--- src/rtl/life_row_loader.sv ---
// Row loader for a 16x16 life core: collects sixteen 16-bit rows in arrival
// order, then publishes the whole board with its live-cell count and a
// one-cycle load pulse.
module life_row_loader (
    input  logic         clk,
    input  logic         reset,
    input  logic         row_valid,
    input  logic [15:0]  row_data,
    output logic         row_ready,
    input  logic         flush,
    output logic         load,
    output logic [255:0] data,
    output logic [8:0]   pop_count,
    output logic [7:0]   frame_count
);

    typedef enum logic {
        FILL   = 1'b0,
        COMMIT = 1'b1
    } state_t;

    state_t       state;
    state_t       next_state;
    logic [255:0] staging;
    logic [3:0]   row_idx;
    logic [8:0]   acc;
    logic         xfer;
    logic         last_row;
    logic [4:0]   row_pop;

    function automatic logic [4:0] popcount16(input logic [15:0] v);
        logic [4:0] n;
        n = '0;
        for (int i = 0; i < 16; i++) begin
            n = n + {4'd0, v[i]};
        end
        return n;
    endfunction

    // Reset gates the handshake directly so nothing is accepted during reset.
    assign row_ready = (state == FILL) && !flush && !reset;
    assign xfer      = row_valid && row_ready;
    assign last_row  = (row_idx == 4'd15);
    assign row_pop   = popcount16(row_data);

    // State register.
    always_ff @(posedge clk) begin
        if (reset) begin
            state <= FILL;
        end else begin
            state <= next_state;
        end
    end

    // Next-state decode and load pulse; COMMIT always lasts one cycle.
    always_comb begin
        next_state = state;
        load       = 1'b0;
        case (state)
            FILL: begin
                if (xfer && last_row) begin
                    next_state = COMMIT;
                end
            end
            COMMIT: begin
                load       = !reset;
                next_state = FILL;
            end
            default: begin
                next_state = FILL;
            end
        endcase
    end

    // Staging rows need no reset: every row is rewritten before it is published.
    always_ff @(posedge clk) begin
        if (xfer) begin
            staging[{row_idx, 4'b0000} +: 16] <= row_data;
        end
    end

    // Row index, running count and the published frame registers.
    always_ff @(posedge clk) begin
        if (reset) begin
            row_idx     <= '0;
            acc         <= '0;
            data        <= '0;
            pop_count   <= '0;
            frame_count <= '0;
        end else begin
            if (state == COMMIT) begin
                frame_count <= frame_count + 8'd1;
            end
            if (state == FILL && flush) begin
                row_idx <= '0;
                acc     <= '0;
            end else if (xfer) begin
                if (last_row) begin
                    // Row 15 lands in the top slice straight from the input.
                    data      <= {row_data, staging[239:0]};
                    pop_count <= acc + {4'd0, row_pop};
                    row_idx   <= '0;
                    acc       <= '0;
                end else begin
                    row_idx <= row_idx + 4'd1;
                    acc     <= acc + {4'd0, row_pop};
                end
            end
        end
    end

endmodule
--- config.mk ---
export PLATFORM = sky130hd
export DESIGN_NAME = life_row_loader
export DESIGN_NICKNAME = d
export VERILOG_FILES = /design/src/rtl/life_row_loader.sv
export SDC_FILE = /design/constraint.sdc
export NUM_CORES = 1
export LEC_CHECK = 0
export CORE_MARGIN = 2
export CORE_UTILIZATION = 30
export DETAILED_ROUTE_END_ITERATION = 10
export GPL_TIMING_DRIVEN = 0
export PLACE_DENSITY = 0.48
export SYNTH_ARGS = -nofsm -noshare
export SYNTH_HDL_FRONTEND = slang
export SYNTH_SLANG_ARGS = --single-unit
--- constraint.sdc ---
create_clock -name clk -period 4.18 [get_ports clk]
set_clock_uncertainty 0.1 [all_clocks]
set_input_delay 0.627 -clock clk [delete_from_list [all_inputs] [get_ports clk]]
set_output_delay 0.627 -clock clk [all_outputs]
set_load 0.02 [all_outputs]
==> metrics.csv <==
stage,metric,value,unit
cts,cts_sinks,527,
global_route,grt_use_total,19.4,%
min_path,hold_depth,3,
cts,cts_max_level,2,
synthesis,syn-instance-count,1924,
global_route,overflow,0,
min_path,min_from,row_data[9],
global_route,grt_max_degree,17,
final_layout,layout-drive-gt1-share,7.45,%
critical_path,cpMostUsedCell,fa_1,
global_route,antenna_found_initial,4,
timing,drv_slew,0,
die,die_x,259,um
timing,holdWs,0.213,ns
critical_path,worst-path-buf-inv,2,
die,start_util,30.3,%
timing,setup_viol,0,
critical_path,critPathCaptureType,flip-flop,
final_layout,syn2layout_area_growth,30.8,%
place,io_buffers,293,
synthesis,yosysSeqAreaShare,66.3,%
die,ioPinCount,295,
timing,final.setup.tns,0,ns
pwr,p_leak,8.14,nW
critical_path,cp.arrival,4.57,ns
critical_path,crit_type,input pin to flip-flop,
critical_path,critPathSlowestCell,fa_1,
die,dieArea,67100,sq um
global_route,grt_pass1_wl,95800,um
timing,max_freq,243,MHz
drt,totalWireLength,66300,um
drt,via_count,14857,
drt,drt-initial-drc-count,959,
synthesis,yosysWarnings,0,
drt,via_per_inst,4.65,
critical_path,critPathLaunchType,input pin,
die,num_rows,93,
final_layout,fillers,6318,
cts,cts_tree,built,
drt,antenna_left,0,
cts,cts_buffers,58,
drt,drc,0,
synthesis,synth_area,19500,sq um
job,cap_violations,0,
critical_path,rr_endpoint,staging[29]$_DFFE_PP_,
synthesis,async_flop_share,0,%
critical_path,crit_chain,"buf_4, inv_8, fa_1, fa_1, fa_1, fa_1, fa_2, fa_2, nor2b_2, o31a_1, o21bai_1, or3_1, a21oi_2",
cts,path_clk_slew,0.06,ns
synthesis,synth-edff-count,240,
pwr,powerDensity,428,nW/um^2
die,core,64300,sq um
min_path,holdCritPathClass,input pin to flip-flop,
drt,wire_per_inst,20.8,um
drt,dr.pass1.iters,5,
critical_path,worstRegToRegCells,9,
critical_path,cp.required,4.63,ns
synthesis,avgSynthCellArea,10.1,sq um
timing,fin_crit_sh,98.5,%
final_layout,final_cell_mix,"nand2_1, dfxtp_1, clkdlybuf4s50_1",
cts,insertion_delay,0.62,ns
timing,worstMarginPinSlew,1.35,ns
critical_path,slowest_delay,0.56,ns
critical_path,rrSetupSlack,0.40,ns
status,status,completed,
synthesis,synth-main-ff-cell,dfxtp_1,
cts,cts-hold-fix-buffers,0,
critical_path,rr_startpoint,row_idx[1]$_SDFFE_PP0P_,
critical_path,cp_max_fo,10,
global_route,first_global_vias,14862,
synthesis,syn_nets,1969,
final_layout,instances_no_fill,3192,
place,hpwl,46600,um
cts,cts_root_buffer,clkbuf_16,
critical_path,path_delay_family,adder cells,
final_layout,layout_commonest_cell,nand2_1,
timing,max_slew_margin,10.3,%
final_layout,postLayoutCoreUtil,39.7,%
min_path,whs_endpoint,data[249]$_SDFFE_PP0P_,
cts,cts_buffer_depth,3,
synthesis,synth_seq_cells,527,
final_layout,nNetsFinal,2331,
die,die_h,259,um
place,gp_congestion,0.823,
pwr,power,10.9,mW
timing,finalCriticalPeriod,4.12,ns
place,numPlacedInstances,3075,
pwr,peakVddDrop,0.000311,V
synthesis,yosysUniqueCellTypes,45,
timing,finalHoldViolCount,0,
through the flow:
stage | setup WS (ns) | area (sq um)
3_3_place_gp | -1.37 | 23500
2_1_floorplan | -0.142 | 19500
3_5_place_dp | -1.41 | 23600
4_1_cts | -0.0177 | 25500
5_1_grt | -0.0222 | 25500
6_report | 0.0635 | 25500
metal layers:
layer	vias up	wire [um]	global-route usage [%]	part of all wire [%]
li1	7166	-	-	-
met1	7183	28400	24.9	43
met2	411	31600	32.3	48
met3	95	4490	4.91	6.8
met4	2	1780	5.67	2.7
met5	-	13	0	0.020
what timing repair did:
| item | in CTS | in global routing |
|---|---|---|
| setup buffers | 3 | 1 |
| setup endpoints to repair | 32 | 53 |
| gates cloned | 0 | 0 |
| gates resized for setup | 46 | 31 |
| pin swaps | 1 | 5 |
worst min-delay path, stage by stage:
cell and delay [ns]:
buf_4 0.15, nand2_1 0.06, a21oi_1 0.05
final cells by class:
class	count	area (sq um)	share of cell area, %
Buffer	133	552	2.16
Inverter	30	146	0.573
Multi-Input combinational cell	1234	5970	23.4
Clock buffer	83	1640	6.40
Timing Repair Buffer	302	2980	11.7
Clock inverter	27	230	0.901
Antenna cell	1	2.50	0.00980
Tap cell	855	1070	4.19
Sequential cell	527	13000	50.7
synth_stat cells, types with 2 or more instances:
library cell  instances  share of area (%)
o21ai_0               9               0.23
buf_2                30               0.77
fa_1                 12                1.2
a31oi_1               3              0.096
nand4_1               5               0.16
or2_2                 3              0.096
buf_6                 2               0.12
a22oi_1               4               0.15
xnor2_1               3               0.13
and3_1                3              0.096
clkbuf_1             97                1.9
nand3_1               7               0.18
nor3_1               94                2.4
inv_2                11               0.21
dfxtp_1             287                 29
or3_1                 5               0.16
a211oi_1              5               0.19
nor2b_1               3              0.096
a21oi_1             274                7.0
ha_1                 13               0.83
inv_1                19               0.37
nand2_1             553                 11
o31a_1                2              0.090
xor2_1                7               0.31
nor2_1              118                2.3
edfxtp_1            240                 37
and2_1               88                2.8
buf_1                 4              0.077
a21o_1                2              0.077
nand2b_1              5               0.16
o211ai_1              2              0.077
flip-flops by register name, indices dropped and copies added (netlist names):
signal and count:
state 1, data 256, acc 9, row_idx 4, frame_count 8, staging 240, pop_count 9
kinds of logic after synthesis:
logic type | Yosys count | synth area share (%)
mux | 1 | 0.0513
flops | 527 | 66.3
compound gates | 309 | 8.29
xor+xnor | 10 | 0.449
fa+ha+maj | 25 | 2.06
simple gates | 889 | 19.4
buf+inv | 163 | 3.40
how the worst max path moves through the flow:
stage,slack (ns),endpoint,depth (start not counted),start
CTS,-0.02,staging[7]$_DFFE_PP_,8,row_idx[1]$_SDFFE_PP0P_
global placement,-1.37,pop_count[6]$_SDFFE_PP0P_,13,row_data[7]
floorplan,-0.14,acc[8]$_SDFFE_PP0P_,12,row_data[0]
global route,-0.02,acc[8]$_SDFFE_PP0P_,13,row_data[1]
detailed placement,-1.41,acc[8]$_SDFFE_PP0P_,13,row_data[7]
finish,0.06,acc[8]$_SDFFE_PP0P_,13,row_data[5]
power by group:
group / switching (mW) / internal [mW] / total, mW
Sequential: 0.00360 / 5.36 / 5.36
Combinational: 0.369 / 0.180 / 0.548
Clock: 2.13 / 2.90 / 5.04
No activity file was read; power rests on OpenSTA's default activity.
